`src/rtl/slice_unpack_pkg.sv`:
```
// slice_unpack_pkg: shared FSM state type and default geometry for slice_unpacker.
package slice_unpack_pkg;
    typedef enum logic {IDLE, EMIT} state_t;
    localparam int WIDTH_DEF = 16;
    localparam int SLICE_DEF = 4;
endpackage

```
`src/rtl/slice_unpack_ctr.sv`:
```
// slice_unpack_ctr: slice index counter with clear, increment-enable and last-slice flag.
module slice_unpack_ctr #(
    parameter int N  = 4,
    parameter int IW = $clog2(N)
) (
    input  logic          clk,
    input  logic          rst,
    input  logic          clr,
    input  logic          inc,
    output logic [IW-1:0] idx,
    output logic          is_last
);
    always_ff @(posedge clk)
        idx <= (rst || clr) ? '0 : inc ? idx + IW'(1) : idx;
    assign is_last = idx == IW'(N - 1);
endmodule

```
`src/rtl/slice_unpacker.sv`:
```
// slice_unpacker: splits WIDTH-bit words into N=WIDTH/SLICE slices, LSB slice first.
// Define UNPACK_MSB_FIRST_EN to emit the MSB slice first instead.
module slice_unpacker
    import slice_unpack_pkg::*;
#(
    parameter int WIDTH = WIDTH_DEF,
    parameter int SLICE = SLICE_DEF
) (
    input  logic             clk,
    input  logic             rst,
    input  logic             in_valid,
    output logic             in_ready,
    input  logic [WIDTH-1:0] in_data,
    output logic             out_valid,
    input  logic             out_ready,
    output logic [SLICE-1:0] out_data,
    output logic             out_last
);
    localparam int N  = WIDTH / SLICE;
    localparam int IW = $clog2(N);

    if (WIDTH % SLICE != 0 || WIDTH / SLICE < 2) begin : g_bad_params
        $error("slice_unpacker: WIDTH must be a multiple of SLICE with at least two slices");
    end

    state_t                    state, state_nx;
    logic [N-1:0][SLICE-1:0]   held;
    logic [IW-1:0]             idx, sel;
    logic                      is_last, in_hs, out_hs;

    assign in_hs  = in_valid && in_ready;
    assign out_hs = out_valid && out_ready;

    slice_unpack_ctr #(.N(N), .IW(IW)) u_ctr (
        .clk     (clk),
        .rst     (rst),
        .clr     (in_hs),
        .inc     (out_hs && !is_last),
        .idx     (idx),
        .is_last (is_last)
    );

    // An accept always lands in EMIT; in EMIT it can only coincide with the last out handshake.
    always_comb
        state_nx = in_hs ? EMIT : (out_hs && is_last) ? IDLE : state;

    always_ff @(posedge clk) begin
        state <= rst ? IDLE : state_nx;
        held  <= rst ? '0 : in_hs ? in_data : held;
    end

`ifdef UNPACK_MSB_FIRST_EN
    assign sel = IW'(N - 1) - idx;
`else
    assign sel = idx;
`endif

    assign out_valid = state == EMIT;
    assign out_last  = out_valid && is_last;
    assign out_data  = held[sel];
    assign in_ready  = (state == IDLE) || (is_last && out_ready);
endmodule

```
`config.mk`:
```
export PLATFORM = sky130hd
export DESIGN_NAME = slice_unpacker
export DESIGN_NICKNAME = d
export VERILOG_FILES = /design/src/rtl/slice_unpack_pkg.sv /design/src/rtl/slice_unpack_ctr.sv /design/src/rtl/slice_unpacker.sv
export SDC_FILE = /design/constraint.sdc
export NUM_CORES = 1
export LEC_CHECK = 0
export BUFFER_PORTS_ARGS = -buffer_cell sky130_fd_sc_hd__buf_4
export CAP_MARGIN = 25
export CORE_MARGIN = 2
export CORE_UTILIZATION = 30
export CTS_CLUSTER_SIZE = 14
export DETAILED_ROUTE_END_ITERATION = 7
export PLACE_DENSITY = 0.48
export SYNTH_ARGS = -nofsm -noshare
export SYNTH_HDL_FRONTEND = slang
export SYNTH_SLANG_ARGS = --single-unit
```
`constraint.sdc`:
```
create_clock -name clk -period 1.6 [get_ports clk]
set_input_delay 0.16 -clock clk [delete_from_list [all_inputs] [get_ports clk]]
set_output_delay 0.16 -clock clk [all_outputs]
set_load 0.005 [all_outputs]
```
==> impl_metrics.tcl, run 1 <==
set metrics [dict create \
    status "finished, final reports clean" \
    critical_path.top_delay_family "multiplexers" \
    synth_cell_types 16 \
    fin_crit_ns 1.548 \
    hold_violations 0 \
    path_cells "buf_6 > mux4_2 > buf_4" \
    cts_tree "done" \
    r2r_cells 6 \
    holdPathStages 3 \
    path_max_fanout 3 \
    drc 0 \
    gr-total-overflow 0 \
    root_buffer "clkbuf_4" \
    worstSetupStartpointType "register" \
    core-area_sq_um 3078 \
    ys_top_cells_by_area "dfxtp_1, nand2b_1, mux2i_1, mux4_2, buf_12" \
    fin_total_pwr_mw 0.9328 \
    cts.sinks 19 \
    hold_start "in_valid" \
    clock_latency_ns 0.29 \
    setup_viol 0 \
    reg2reg_to "held[6]" \
    instances_no_fill 163 \
    yosysMostFrequentCell "nand2b_1" \
    synth_top_area_cell "dfxtp_1" \
    via_count 674 \
    htree_levels 1 \
    drive_above_1_share 0.3950 \
    cts_made_buffers 3 \
    drt_pass1_iterations 4 \
    max_freq_ghz 0.6458 \
    wire_per_inst_um 10.85 \
    maxCapViolCount 0 \
    ir_drop_mv 0.3501 \
    synthFlopType "dfxtp_1" \
    antenna_cells 0 \
    yosys_warnings 0 \
    final_antenna_net_count 0 \
    cts.clk_slew.worst_paths_ns 0.10 \
    fp.dieArea_sq_um 3734 \
    rr_startpoint "u_ctr.idx[1]" \
    max_stage_delay_ns 0.49 \
    path_buf_inv 2 \
    setup_slack_ns 0.05150 \
    netlist.area_leader.share 0.3887 \
    nNetsFinal 141 \
    wl_um 1768 \
    place_inst 156 \
    rsz0062_at_grt "yes" \
    maxSlewHeadroom 0.8251 \
    worstPathArrival_ns 1.39 \
    hold_path_end "out_valid" \
    cp_slowest_cell "mux4_2" \
    timing.final.crit_share 0.9678 \
    rows 20 \
    gp_congestion 0.7046 \
    initial_utilization 0.3179 \
    drtIter0Drc 8 \
    cellLeakagePower_nw 0.5447 \
    synth_area_sq_um 978.4 \
    syn_inst 88 \
    area_delta_synth_final_pct 32.48 \
    grt_usage 0.1071 \
    grt_max_degree 36 \
    antenna_found_initial 0 \
    synth_edf_count 0 \
    crit_required_ns 1.44 \
    dp_slack_ns 0.2131 \
    hold_class "in -> reg" \
    finalClockSkew_ns 0.001464 \
    endpoint_kind "output pin" \
    pin_count 27 \
    r2r_slack_ns 0.21 \
    pwr_density_cell_nw_per_um2 719.6 \
    grt_pass1_wl_um 2946 \
    ys_ff_latch 19 \
    avgSynthCellArea_sq_um 11.12 \
    clockBufferDepth 2 \
    async_flop_share 0 \
    synth_common_cells "nand2b_1, dfxtp_1, mux2i_1, mux4_2, clkbuf_1" \
    die_w_um 61.11 \
    vias_per_cell 4.135 \
    ys_seq_area_frac 0.3887 \
    portBuffers 26 \
    worstMarginPinSlew_ns 0.2624 \
    syn_nets 109 \
    finalMaxSlewViolations 0 \
    grt_pass1_vias 698 \
    criticalPathCategory "reg -> out" \
    die_h_um 61.11 \
]
cell type report:
type	instances	area, sq um
Multi-Input combinational cell	63	554.3
Clock buffer	4	26.28
Timing Repair Buffer	32	271.5
Sequential cell	19	385.4
Fill cell	319	1782
Inverter	1	3.754
Tap cell	44	55.05
registers in the layout, summed over array words and instances (netlist names):
signal	count
held	16
out_valid	1
u_ctr.idx	2
logic make-up after synthesis:
| group | share of synthesized area |
|---|---|
| AOI/OAI and AO/OA | 0.01918 |
| xor gates and xnor gates | 0.008953 |
| adders and majority gates | 0.01279 |
| buffers and inverters | 0.04731 |
| DFF | 0.3887 |
| muxes | 0.2660 |
| and+or+nand+nor | 0.2570 |
worst max path at each step:
stage            startpoint     endpoint  cells after the start
2_1_floorplan  u_ctr.idx[0]      held[0]                      6
3_3_place_gp   u_ctr.idx[0]  out_data[2]                      3
3_5_place_dp   u_ctr.idx[1]      held[6]                      5
4_1_cts        u_ctr.idx[1]  out_data[0]                      3
5_1_grt        u_ctr.idx[0]  out_data[2]                      3
6_report       u_ctr.idx[0]  out_data[3]                      3
placed cells by master, fill, tap and decap left out:
cell type,count
clkbuf_1,1
buf_6,5
and2_2,1
mux4_2,4
nand2b_1,32
clkbuf_4,3
dfxtp_1,17
nor3_2,2
dfxtp_4,1
buf_4,26
xor2_1,1
ha_2,1
nand3b_1,1
nor2_1,2
inv_1,1
nor2b_2,1
mux2i_1,17
a21boi_4,1
dfxtp_2,1
buf_12,1
where the power goes:
| group | internal (mW) | total [mW] | leakage (nW) | switching (mW) |
|---|---|---|---|---|
| Clock | 0.0969 | 0.239 | 0.0150 | 0.142 |
| Sequential | 0.500 | 0.516 | 0.157 | 0.0159 |
| Combinational | 0.113 | 0.178 | 0.372 | 0.0646 |
| Total | 0.710 | 0.933 | 0.545 | 0.223 |
repair_timing:
item / in CTS / in global routing
hold buffers: 0 / 0
endpoints found under the setup margin: 4 / 5
setup buffers: 2 / 1
pin swaps: 0 / 1
resized for setup: 3 / 6
layer usage:
metal | global-route usage | share of wire | vias to the layer above
li1 | - | - | 354
met1 | 0.1481 | 0.53 | 304
met2 | 0.1550 | 0.42 | 14
met3 | 0.02521 | 0.044 | 2
met4 | 0.05590 | 0.0079 | 0
met5 | 0 | 0 | -
through the flow:
stage	TNS (ns)	instance area [sq um]	hold slack [ns]	utilization
global route	-0.006688	1296	0.09841	0.4211
global placement	0	1221	0.3856	0.3967
detailed placement	0	1221	0.3989	0.3967
floorplan	0	978.4	0.2807	-
finish	0	1296	0.09812	0.4211
CTS	0	1267	0.07736	0.4118
worst min-delay path, cell delays in order:
cell    delay, ns
buf_4        0.08
nor2_1       0.04
nor2_1       0.08
No activity file was read; power rests on OpenSTA's default activity.
==> run 2: changes to the inputs <==
Settings changed: BUFFER_PORTS_ARGS -buffer_cell sky130_fd_sc_hd__buf_4 to -buffer_cell sky130_fd_sc_hd__buf_2, CTS_CLUSTER_SIZE 14 to not set.
==> run 2 against run 1 <==
Compared with the run above: total power shrank 2.1%; highest routed layer unchanged; largest cell class unchanged; routed wire length fell by 1.6%; hold slack worse by 0.011 ns; critical endpoint unchanged; non-clock buffer count did not move; clock skew up 0.0016 ns.
==> impl_metrics.tcl, run 2 (synthesis results as in run 1) <==
set metrics [dict create \
    final_cell_mix "nand2b_1, buf_2, mux2i_1, dfxtp_1, mux4_2" \
    ir_drop_mv 0.2297 \
    grt_max_degree 36 \
    worstSetupStartpointType "register" \
    gr-usage-met2 0.1474 \
    nNetsFinal 141 \
    r2r_cells 6 \
    crit_required_ns 1.44 \
    timing.final.crit_share 0.9657 \
    hold_violations 0 \
    pwr-share-seq 0.563 \
    wl_um 1740 \
    rsz0062_at_grt "yes" \
    design_area_sq_um 1229 \
    path_max_fanout 3 \
    pin_count 27 \
    critical_path.top_delay_family "multiplexers" \
    finalMaxSlewViolations 0 \
    clockBufferDepth 2 \
    status "finished, final reports clean" \
    cp-startpoint "u_ctr.idx[0]" \
    final.fill_count 330 \
    sw_frac_of_total 0.2449 \
    maxCapViolCount 0 \
    vias_per_cell 4.172 \
    cp-endpoint "out_data[3]" \
    p_sw_mw 0.2236 \
    comb_power_share 0.172 \
    drtIter0Drc 9 \
    gr-max-usage-layer "met2" \
    cts.clk_slew.worst_paths_ns 0.11 \
    antenna_cells 0 \
    drc 0 \
    root_buffer "clkbuf_4" \
    die_w_um 61.11 \
    gp_congestion 0.6998 \
    met1_usage 0.1447 \
    area_delta_synth_final_pct 25.58 \
    via_count 680 \
    setup_slack_ns 0.05483 \
    path_buf_inv 2 \
    p_clk_frac 0.265 \
    portBuffers 26 \
    grt_pass1_wl_um 2870 \
    max_stage_delay_ns 0.48 \
    cts_tree "done" \
    max_freq_ghz 0.6472 \
    rows 20 \
    die_h_um 61.11 \
    regMostFlops "held" \
    whs_ns 0.08690 \
    dpl_cell_area_sq_um 1156 \
    fin_total_pwr_mw 0.9132 \
    rr_startpoint "u_ctr.idx[0]" \
    endpoint_kind "output pin" \
    initial_utilization 0.3179 \
    criticalPathCategory "reg -> out" \
    cts_made_buffers 3 \
    grt_usage 0.1030 \
    worstMarginPinSlew_ns 0.4685 \
    gr-total-overflow 0 \
    r2r_slack_ns 0.22 \
    clock_latency_ns 0.29 \
    core-area_sq_um 3078 \
    worstPathArrival_ns 1.39 \
    utilization 0.3992 \
    drt_pass1_iterations 4 \
    antenna_found_initial 0 \
    final_antenna_net_count 0 \
    cellLeakagePower_nw 0.5249 \
    reg2reg_to "held[3]" \
    grt_pass1_vias 651 \
    maxSlewHeadroom 0.6877 \
    layout_commonest_cell "nand2b_1" \
    p_int_mw 0.6895 \
    largest_reg_flops 16 \
    hold_class "in -> reg" \
    finalClockSkew_ns 0.003084 \
    cp_slowest_cell "mux4_2" \
    drive_above_1_share 0.3950 \
    wire_per_inst_um 10.67 \
    globalRouteMet3Util 0.02731 \
    place_inst 156 \
    dp_slack_ns 0.2210 \
    htree_levels 1 \
    instances_no_fill 163 \
    dp_hpwl_um 1244 \
    path_cells "buf_6 > mux4_2 > buf_2" \
    setup_viol 0 \
    fin_crit_ns 1.545 \
    fin_tns_setup_ns 0 \
    cp_num_cells 3 \
    fp.dieArea_sq_um 3734 \
    cts.sinks 19 \
    pwr_density_cell_nw_per_um2 743.2 \
]
[run 2: worst reg2reg max path, delay by kind of cell, from the launching register on]
kind	cells	cell delay (ns)
DFF	1	0.37
buffers and inverters	2	0.32
adders and majority gates	1	0.21
muxes	1	0.20
and+or+nand+nor	1	0.15
AOI/OAI and AO/OA	1	0.07
[run 2: layout make-up]
class                      instances  area [sq um]  share of cell area
clock buffer                       4         26.28             0.02138
sequential                        19         387.9              0.3157
inverter                           1         3.754            0.003055
timing repair buffer              32         201.4              0.1640
tap                               44         55.05             0.04481
multi-input combinational         63         554.3              0.4511
[run 2: per-layer routing]
layer  wire length, um  share of wire
met4                 9         0.0052
met3                82          0.047
met5                 0              0
met1               883           0.51
met2               765           0.44
[run 2: repair_timing]
item / in CTS / in global routing
hold buffers: 0 / 0
buffers inserted: 2 / 1
pin swaps: 0 / 1
resized for setup: 5 / 3
endpoints found under the setup margin: 4 / 5
[run 2: worst min path at each step]
stage                     end  depth (start not counted)  startpoint
floorplan           out_valid                          2    in_valid
global placement    out_valid                          3    in_valid
detailed placement  out_valid                          3    in_valid
CTS                 out_valid                          3    in_valid
global route        out_valid                          3    in_valid
finish              out_valid                          3    in_valid
[run 2: power by group through the flow]
stage	logic, mW	registers [mW]	clock network (mW)
global route	0.173	0.519	0.278
finish	0.157	0.514	0.242
CTS	0.157	0.515	0.258
floorplan	0.104	0.525	0
global placement	0.148	0.529	0
detailed placement	0.152	0.529	0
